File: config.mk
export PLATFORM = sky130hd
export DESIGN_NAME = sr_drive_ctrl
export DESIGN_NICKNAME = d
export VERILOG_FILES = /design/src/rtl/sr_drive_ctrl.sv
export SDC_FILE = /design/constraint.sdc
export NUM_CORES = 1
export LEC_CHECK = 0
export BUFFER_PORTS_ARGS = -buffer_cell sky130_fd_sc_hd__buf_2
export CAP_MARGIN = 20
export CORE_MARGIN = 2
export CORE_UTILIZATION = 30
export CTS_CLUSTER_DIAMETER = 150
export DETAILED_ROUTE_END_ITERATION = 7
export PLACE_DENSITY = 0.5
export RECOVER_POWER = 25
export SYNTH_ARGS = -nofsm -noshare
export SYNTH_HDL_FRONTEND = slang
export SYNTH_SLANG_ARGS = --single-unit
File: constraint.sdc
create_clock -name clk -period 1.8 [get_ports clk]
set_input_delay 0.18 -clock clk [delete_from_list [all_inputs] [get_ports clk]]
set_output_delay 0.18 -clock clk [all_outputs]
set_load 0.01 [all_outputs]
File: src/rtl/sr_drive_ctrl.sv
`default_nettype none
// ============================================================================
// Module   : sr_drive_ctrl
// Brief    : Debounced push-button front end producing one-hot, fixed-width
//            S/R pulses for an S-R latch, with tie arbitration and idle gap.
// Revision : 1.0
// ============================================================================
module sr_drive_ctrl #(
  parameter int DEBOUNCE_CYCLES = 4,
  parameter int PULSE_CYCLES    = 2,
  parameter int RESET_PRIORITY  = 1
) (
  input  logic clk,
  input  logic rst,
  input  logic set_btn,
  input  logic rst_btn,
  output logic S,
  output logic R,
  output logic busy
);

  localparam int c_DBW = $clog2(DEBOUNCE_CYCLES + 1);
  localparam int c_PW  = $clog2(PULSE_CYCLES + 1);
  localparam logic [c_DBW-1:0] c_DB_LAST = c_DBW'(DEBOUNCE_CYCLES - 1);
  localparam logic [c_PW-1:0]  c_P_LAST  = c_PW'(PULSE_CYCLES - 1);
  localparam logic             c_R_WINS  = (RESET_PRIORITY != 0);

  localparam logic [1:0] c_IDLE    = 2'd0;
  localparam logic [1:0] c_PULSE_S = 2'd1;
  localparam logic [1:0] c_PULSE_R = 2'd2;
  localparam logic [1:0] c_GAP     = 2'd3;

  // Channel 0 carries the set request, channel 1 the reset request.
  logic [1:0] w_btn;
  logic [1:0] w_rise;

  assign w_btn = {rst_btn, set_btn};

  for (genvar gi = 0; gi < 2; gi++) begin : g_chan
    logic             r_s1;
    logic             r_s2;
    logic             r_stable;
    logic             r_stable_d;
    logic [c_DBW-1:0] r_cnt;

    always_ff @(posedge clk) begin
      if (rst) begin
        r_s1       <= 1'b0;
        r_s2       <= 1'b0;
        r_stable   <= 1'b0;
        r_stable_d <= 1'b0;
        r_cnt      <= '0;
      end else begin
        r_s1       <= w_btn[gi];
        r_s2       <= r_s1;
        r_stable_d <= r_stable;
        if (r_s2 == r_stable) begin
          r_cnt <= '0;
        end else if (r_cnt == c_DB_LAST) begin
          r_stable <= r_s2;
          r_cnt    <= '0;
        end else begin
          r_cnt <= r_cnt + c_DBW'(1);
        end
      end
    end

    assign w_rise[gi] = r_stable & ~r_stable_d;
  end

  logic [1:0]      r_state;
  logic [1:0]      w_state_nxt;
  logic [c_PW-1:0] r_pcnt;
  logic [c_PW-1:0] w_pcnt_nxt;
  logic            r_set_pend;
  logic            r_rst_pend;
  logic            w_set_pend_nxt;
  logic            w_rst_pend_nxt;
  logic            w_req_s;
  logic            w_req_r;
  logic            r_s;
  logic            r_r;
  logic            w_s_nxt;
  logic            w_r_nxt;

  // While idle, a request left pending by a gap exit is served like a fresh rise.
  assign w_req_s = w_rise[0] | r_set_pend;
  assign w_req_r = w_rise[1] | r_rst_pend;

  always_ff @(posedge clk) begin
    if (rst) begin
      r_state    <= c_IDLE;
      r_pcnt     <= '0;
      r_set_pend <= 1'b0;
      r_rst_pend <= 1'b0;
      r_s        <= 1'b0;
      r_r        <= 1'b0;
    end else begin
      r_state    <= w_state_nxt;
      r_pcnt     <= w_pcnt_nxt;
      r_set_pend <= w_set_pend_nxt;
      r_rst_pend <= w_rst_pend_nxt;
      r_s        <= w_s_nxt;
      r_r        <= w_r_nxt;
    end
  end

  always_comb begin
    w_state_nxt    = r_state;
    w_pcnt_nxt     = '0;
    w_set_pend_nxt = r_set_pend | (w_rise[0] & (r_state != c_IDLE));
    w_rst_pend_nxt = r_rst_pend | (w_rise[1] & (r_state != c_IDLE));
    case (r_state)
      c_IDLE: begin
        if (w_req_s && w_req_r) begin
          w_state_nxt    = c_R_WINS ? c_PULSE_R : c_PULSE_S;
          w_set_pend_nxt = c_R_WINS;
          w_rst_pend_nxt = ~c_R_WINS;
        end else if (w_req_s) begin
          w_state_nxt    = c_PULSE_S;
          w_set_pend_nxt = 1'b0;
        end else if (w_req_r) begin
          w_state_nxt    = c_PULSE_R;
          w_rst_pend_nxt = 1'b0;
        end
      end
      c_PULSE_S, c_PULSE_R: begin
        if (r_pcnt == c_P_LAST) begin
          w_state_nxt = c_GAP;
        end else begin
          w_pcnt_nxt = r_pcnt + c_PW'(1);
        end
      end
      c_GAP: begin
        // The served bit clears, but a rise landing on this same edge re-arms it.
        if (r_set_pend && r_rst_pend) begin
          if (c_R_WINS) begin
            w_state_nxt    = c_PULSE_R;
            w_rst_pend_nxt = w_rise[1];
          end else begin
            w_state_nxt    = c_PULSE_S;
            w_set_pend_nxt = w_rise[0];
          end
        end else if (r_set_pend) begin
          w_state_nxt    = c_PULSE_S;
          w_set_pend_nxt = w_rise[0];
        end else if (r_rst_pend) begin
          w_state_nxt    = c_PULSE_R;
          w_rst_pend_nxt = w_rise[1];
        end else begin
          w_state_nxt = c_IDLE;
        end
      end
      default: w_state_nxt = c_IDLE;
    endcase
  end

  always_comb begin
    w_s_nxt = (w_state_nxt == c_PULSE_S);
    w_r_nxt = (w_state_nxt == c_PULSE_R);
  end

  assign S    = r_s;
  assign R    = r_r;
  assign busy = (r_state != c_IDLE) | r_set_pend | r_rst_pend;

endmodule
`default_nettype wire

Yosys cells after proc, flatten, opt, wreduce, memory -nomap -nowiden
Index checks and enable logic that the tools add are counted.

$add $sub $neg: 3. Multipliers: 0. Div/mod/pow operators: 0. $lt $le $gt $ge: 0. Equal/unequal tests: 10. Shifts and indexed selects: 0. Multiplexer cells: 20. Bitwise gates (word level): 15. Reduce and logical (&&, ||, !) cells: 10.

Operators with widths (count): $mux 2 (7); $mux 1 (10); $reduce_or 3->1 (3); $add 3x1->3 const B (2); $eq 2x1->1 const B (3); $eq 2x2->1 const B (3); $eq 3x2->1 const B (2); $or 1x1->1 (6); $pmux 2 s3 (1); $not 1->1 (5); $and 1x1->1 (4); $pmux 1 s2 (2); $reduce_and 2->1 (2); $add 2x1->2 const B (1); $eq 1x1->1 (2); $logic_and 1x1->1 (2); $logic_not 2->1 (1); $reduce_bool 2->1 (1); $reduce_or 2->1 (1).

Register bits: 22. Bits in latches: 0. Memory bits (writable): 0. Memory bits (read-only): 0. Input bits: 4. Output and inout port bits: 3. Logic and storage cells: 74. Memories: 0.

Logic depth before layout (Yosys ltp)
Gate-level depths: netlist of the first run.

Depth after elaboration: 8. Mapped depth: 6. Gate-level depth less buffers: 6.

Worst setup path before layout of the first run
No wires, ideal clock.

Path kind: register to register. From: register r_state[1]. To: register r_s, in the netlist S. Library setup time: 73 ps. Data arrival time: 1307 ps. Data required time: 1727 ps. Slack: 420 ps. Cell stages (with the launch flop): 7. Path buffers: 0. Period minus slack after synthesis: 1380 ps. Path through: dfxtp_1 > inv_1 > ha_1 > o21ai_0 > a21oi_1 > a311oi_2 > nor3b_2.

Longest elaborated chain between the ends: 5. Elaborated cells between the ends (all ways): 11. Classes of those cells: 4 x eq/ne; 5 x mux; 2 x reduce/logical.

Ends and longest elaborated chain: start, declared (RTL line 71) `logic [1:0] r_state;`; start signal, assigned (RTL line 92) `r_state <= c_IDLE;`; start signal, assigned (RTL line 99) `r_state <= w_state_nxt;`; $mux 2 (RTL line 122) `end else if (w_req_r) begin`; $mux 2 (RTL line 119) `end else if (w_req_s) begin`; $mux 2 (RTL line 115) `if (w_req_s && w_req_r) begin`; $pmux 2 s3 * (RTL line 113) `case (r_state)`; $eq 2x1->1 * (RTL line 159) `w_s_nxt = (w_state_nxt == c_PULSE_S);`; end signal, assigned (RTL line 103) `r_s <= w_s_nxt;`; end, declared (RTL line 81) `logic r_s;`.

Mark *: on every way between the ends. The rest lies on a longest branch, timed or not. A chain may end at the register's enable or synchronous reset.

Worst setup path in the final report of the first run
From: register r_state[0]. To: output busy.

Longest elaborated chain between the ends: 3.

Ends and longest elaborated chain: $reduce_bool 2->1 (RTL line 165) `assign busy = (r_state != c_IDLE) | r_set_pend | r_rst_pend;`; $or 1x1->1 (2 in series) (RTL line 165); end, declared (RTL line 19) `output logic busy`.

No other way between the ends.

==> flow_metrics.tcl, run 1 <==
set metrics [dict create \
    drt.antenna.violating_nets 0 \
    required_ps 1620 \
    post_cts_buffers 0 \
    clkLatencyLatePin_ps 300 \
    crit_arrival_ps 1480 \
    synth-edff-count 0 \
    synth-warning-count 0 \
    fmax_ghz 0.603 \
    synthCells 91 \
    die_area_um2 3360 \
    status "completed" \
    post_cts_resize_count 0 \
    timing_max_transition_violations_final 0 \
    cts.sink_count 22 \
    worst_ir_drop_vdd_mv 0.562 \
    cts_buffers 3 \
    mostFrequentLayoutCells "dfxtp_1, nor2_1, inv_1, nor2b_1, ha_1" \
    ioPinCount 7 \
    final_common_cell "dfxtp_1" \
    dr.pass1.iters 4 \
    first_global_vias 591 \
    relSlewSlack_pct 52.8 \
    cp_max_fo 6 \
    route.detailed.wl_per_inst_um 10.1 \
    tritoncts "done" \
    remaining_drc_errors 0 \
    post_drt_via_cell_ratio 4.65 \
    vias 609 \
    num_antenna_cells 0 \
    pwr_density_cell_nw_per_um2 888 \
    std_cell_rows 19 \
    synth_sequential_area_ratio_pct 50.4 \
    yosys_most_used_dff "dfxtp_1" \
    core-area_um2 2760 \
    drv_cap 0 \
    p_leak_uw 0.000388 \
    fp.dieW_um 58.0 \
    multi_input_comb_area_um2 399 \
    port_buffers 6 \
    grt_max_degree 18 \
    combinationalPowerShare_pct 10.5 \
    finalSetupViolCount 0 \
    seq_power_share_pct 58.7 \
    placed_cells 127 \
    setup_tns_ps 0 \
    layout-drive-gt1-share_pct 13.0 \
    initial_utilization_pct 31.7 \
    drt_iter0_drc 11 \
    start_kind "flop" \
    worstSetupStartpoint "r_state[0]" \
    worstMarginPinSlew_ps 708 \
    final_period_minus_worst_setup_slack_ps 1660 \
    synthDominantAreaCellType "dfxtp_1" \
    totalWireLength_mm 1.33 \
    grt_pass1_wl_mm 2.39 \
    layout_fillers 297 \
    p_sw_uw 205 \
    power.share.clock_pct 30.8 \
    detailed_place_hpwl_um 931 \
    syn_nets 102 \
    grt_antenna_before_repair 0 \
    synth_seq_cells 22 \
    post_synth.cell_area_avg_um2 9.61 \
    num-nets-final 112 \
    timing_worst_setup_path_type "reg -> out" \
    internal-power_uw 663 \
    fin_skew_ps 1.34 \
    holdBufCountCts 0 \
    syn2layout_area_growth_pct 11.7 \
    min-delay-start "set_btn" \
    synth_top_cell_area_share_pct 50.4 \
    cts.clk_slew.worst_paths_ps 120 \
    post_layout_nonfiller_instances 131 \
    rsz_0062_raised_after_global_routing "no" \
    swShare_pct 23.6 \
    die_height_um 58.0 \
    grt_overflow_total 0 \
    endpoint_kind "primary output" \
    track_usage_pct 9.42 \
    synth_async_sr_flop_share_pct 0 \
    type_of_the_most_critical_hold_path "in -> reg" \
    final_worst_path_cycle_share_pct 92.1 \
    cts.path.max_buffers 2 \
    layout.area.seq_um2 440 \
    place_congestion 0.755 \
    clock_tree.htree_level_count 1 \
    synthTopCellsByArea "dfxtp_1, ha_1, nor2_1" \
    synthesis.area_um2 875 \
    yosysUniqueCellTypes 24 \
    ctsRootBufferMaster "clkbuf_4" \
    hold_viol_final 0 \
    r2r-start "r_state[0]" \
]
[flip-flops by register name (all words and copies together) (netlist names)]
signal,cells
g_chan.r_cnt,6
g_chan.r_s1,2
g_chan.r_s2,2
g_chan.r_stable,2
g_chan.r_stable_d,2
r_pcnt,2
r_state,2
R,1
S,1
r_rst_pend,1
r_set_pend,1
[cell usage after synthesis (2+ instances only)]
| library cell | n |
|---|---|
| or3_1 | 2 |
| dfxtp_1 | 22 |
| mux2i_1 | 2 |
| ha_1 | 7 |
| xnor2_1 | 2 |
| a21oi_1 | 5 |
| nor2_1 | 14 |
| nor2b_1 | 8 |
| inv_1 | 9 |
| o21ai_0 | 3 |
| nand2_1 | 4 |
[critical path: stages (launching register included)]
cell and delay [ps]:
dfxtp_1 350, inv_1 90, ha_1 260, nor2b_2 260, nand2_1 80, buf_2 140
[per-layer routing]
layer / routed length, um / share of wire (%) / GRT usage (%)
met1: 646 / 49 / 11.6
met2: 609 / 46 / 14.3
met3: 54 / 4.1 / 2.90
met4: 17 / 1.3 / 5.98
met5: 0 / 0 / 0
[path summary, 6_finish.rpt]
check                                           to  slack, ps  cells past startpoint
worst max-delay path                          busy        140                      5
worst max register to register                   S        210                      6
worst min-delay path                g_chan[0].r_s1         80                      2
worst min register to register  g_chan[1].r_cnt[0]        430                      1
[logic make-up (layout without fill, tap and decap cells)]
group / after synthesis / count (layout) / synth area share (%)
xor+xnor: 2 / 2 / 2.00
mux: 2 / 2 / 2.29
simple gates: 35 / 35 / 21.5
buf+inv: 10 / 19 / 4.29
compound gates: 13 / 13 / 9.59
fa+ha+maj: 7 / 7 / 10.0
flops: 22 / 22 / 50.4
[stage by stage]
| stage | total power [uW] | instance area [um^2] | utilization (%) | setup slack [ps] | hold slack, ps |
|---|---|---|---|---|---|
| 2_1_floorplan | 584 | 875 | - | 420 | 252 |
| 3_3_place_gp | 608 | 940 | 34.1 | 269 | 396 |
| 3_5_place_dp | 610 | 940 | 34.1 | 275 | 398 |
| 4_1_cts | 884 | 976 | 35.4 | 91.6 | 68.2 |
| 5_1_grt | 916 | 977 | 35.4 | 12.5 | 64.0 |
| 6_report | 868 | 977 | 35.4 | 142 | 84.1 |
[final cells by class]
cell class | instances | share of cell area, %
Sequential cell | 22 | 45.1
Timing Repair Buffer | 6 | 2.94
Tap cell | 31 | 3.97
Inverter | 9 | 3.46
Multi-Input combinational cell | 59 | 40.8
Clock buffer | 4 | 3.71
[power by group through the flow]
stage               sequential (uW)  clock (uW)  combinational [uW]
floorplan                       521           0                63.1
global placement                520           0                88.2
detailed placement              520           0                89.9
CTS                             509         284                90.4
global route                    512         299                 105
finish                          510         267                90.9
(Power assumes the default switching activity.)
==> run 2, diff against run 1 <==
--- a/config.mk
+++ b/config.mk
@@ -5,6 +5,7 @@
 export SDC_FILE = /design/constraint.sdc
 export NUM_CORES = 1
 export LEC_CHECK = 0
+export ABC_AREA = 1
 export BUFFER_PORTS_ARGS = -buffer_cell sky130_fd_sc_hd__buf_2
 export CAP_MARGIN = 20
 export CORE_MARGIN = 2
==> flow_metrics.tcl, run 2 <==
set metrics [dict create \
    pwr_density_cell_nw_per_um2 922 \
    synth-edff-count 0 \
    synth-warning-count 0 \
    dr.pass1.iters 4 \
    rsz_0062_raised_after_global_routing "no" \
    critical_path_cell_count 6 \
    crit_arrival_ps 1410 \
    timing_max_transition_violations_final 0 \
    synthCells 111 \
    totalWireLength_mm 1.40 \
    multi_input_comb_area_um2 362 \
    cts.clk_slew.worst_paths_ps 120 \
    r2r-start "r_state[0]" \
    groute.layer.met2.usage_pct 16.7 \
    type_of_the_most_critical_hold_path "in -> reg" \
    start_kind "flop" \
    cts.sink_count 22 \
    grt_pass1_wl_mm 2.46 \
    drt_iter0_drc 9 \
    timing.critical_path.buf_inv 3 \
    cts_buffers 3 \
    synth_seq_cells 22 \
    synth_async_sr_flop_share_pct 0 \
    first_global_vias 632 \
    worst_path_largest_cell_delay_ps 350 \
    crit_path_frequent_cell "inv_1" \
    layout-drive-gt1-share_pct 11.7 \
    final_worst_path_cycle_share_pct 88.4 \
    final_common_cell "inv_1" \
    yosysUniqueCellTypes 18 \
    layout.area.seq_um2 440 \
    ctsRootBufferMaster "clkbuf_4" \
    post_synth.cell_area_avg_um2 8.08 \
    top_usage_layer "met2" \
    initial_utilization_pct 32.0 \
    die_height_um 58.7 \
    p_leak_uw 0.000482 \
    synth_top_cell_area_share_pct 49.1 \
    synth_sequential_area_ratio_pct 49.1 \
    placed_cells 147 \
    family_of_cells_with_the_greatest_summed_delay_on_the_critical_path "flip-flops" \
    relSlewSlack_pct 61.8 \
    syn2layout_area_growth_pct 12.8 \
    synthTopCellsByArea "dfxtp_1, ha_1, inv_1" \
    post_drt_via_cell_ratio 4.46 \
    hold_viol_final 0 \
    worst_ir_drop_vdd_mv 0.402 \
    post_cts_buffers 0 \
    place_congestion 0.849 \
    drt.antenna.violating_nets 0 \
    groute.layer.met1.usage_pct 9.96 \
    vias 673 \
    yosys_most_used_dff "dfxtp_1" \
    cp_max_fo 5 \
    min-delay-start "rst_btn" \
    syn_nets 122 \
    tritoncts "done" \
    grt_antenna_before_repair 0 \
    fraction_of_met3_tracks_used_by_global_routing_pct 3.96 \
    fmax_ghz 0.628 \
    cts.path.max_buffers 2 \
    whs_path_depth 3 \
    post_cts_resize_count 0 \
    clkLatencyLatePin_ps 310 \
    layout_fillers 306 \
    die_area_um2 3440 \
    num-nets-final 132 \
    fin_skew_ps 0.802 \
    worstMarginPinSlew_ps 573 \
    std_cell_rows 19 \
    synthDominantAreaCellType "dfxtp_1" \
    mostFrequentLayoutCells "inv_1, dfxtp_1, nor2_1, nand2_1, ha_1" \
    crit_path_cell_trace "inv_1, ha_1, inv_1, nor2_1, nand2_1, buf_2" \
    drv_cap 0 \
    ioPinCount 7 \
    grt_max_degree 14 \
    yosys-top-cells-count "inv_1, dfxtp_1, nor2_1" \
    required_ps 1620 \
    core-area_um2 2810 \
    clock_tree.htree_level_count 1 \
    port_buffers 6 \
    timing_worst_setup_path_type "reg -> out" \
    worst_slack_on_hold_paths_ps 55.8 \
    endpoint_kind "primary output" \
    finalSetupViolCount 0 \
    post_layout_nonfiller_instances 151 \
    setup_tns_ps 0 \
    synthMostInstantiatedCell "inv_1" \
    synthesis.area_um2 897 \
    remaining_drc_errors 0 \
    fp.dieW_um 58.7 \
    cp_slowest_cell "dfxtp_1" \
    num_antenna_cells 0 \
    route.detailed.wl_per_inst_um 9.26 \
    holdBufCountCts 0 \
    status "completed" \
    track_usage_pct 9.49 \
    detailed_place_hpwl_mm 1.09 \
    largest_register_ff_count 6 \
    worstSetupStartpoint "r_state[0]" \
    max_flop_register "g_chan.r_cnt" \
    totalPowerFinal_uw 934 \
    timing.reg2reg.worst_path_depth 7 \
    grt_overflow_total 0 \
    final_period_minus_worst_setup_slack_ps 1590 \
]
==> run 2: layout make-up <==
type	instances	area share, %
inverter	24	8.90
sequential	22	43.5
multi-input combinational	64	35.7
clock buffer	3	2.22
tap	31	3.83
clock inverter	1	2.97
timing repair buffer	6	2.84
==> run 2: kinds of logic (layout without fill, tap and decap cells) <==
logic type      after synthesis  count (layout)  share of synthesized area (%)
fa+ha+maj                     7               7                           9.76
buf+inv                      25              34                           10.6
flops                        22              22                           49.1
compound gates               15              15                           9.76
simple gates                 42              42                           20.8
==> run 2: metrics by stage <==
stage | utilization, % | worst slack, ps | cell area, um^2
2_1_floorplan | - | 646 | 897
3_3_place_gp | 34.3 | 552 | 961
3_5_place_dp | 34.3 | 481 | 961
4_1_cts | 36.1 | 192 | 1010
5_1_grt | 36.1 | 50.9 | 1010
6_report | 36.1 | 208 | 1010
==> run 2: worst reg2reg max path: cells and delay by family (launching register included) <==
kind                     cells  cell delay, ps
buffers and inverters        3             230
AO/OA/AOI/OAI                2             260
AND/OR/NAND/NOR              1              80
flip-flops                   1             380
adder cells (fa/ha/maj)      1             310
==> run 2: per-layer routing <==
metal,vias up,share of wire [%]
li1,366,-
met1,296,46
met2,9,49
met3,2,4.2
met4,0,0.50
met5,-,0
==> run 2: path summary, 6_finish.rpt <==
kind | end | slack [ps]
max reg2reg | r_set_pend | 430
min | g_chan[1].r_s1 | 60
min reg2reg | g_chan[0].r_s2 | 410
max | busy | 210
==> run 2: where the power goes <==
part | internal [uW] | switching, uW | total (uW)
Sequential | 498 | 4.89 | 502
Clock | 225 | 151 | 376
Combinational | 19.8 | 34.9 | 54.8
Total | 743 | 191 | 934
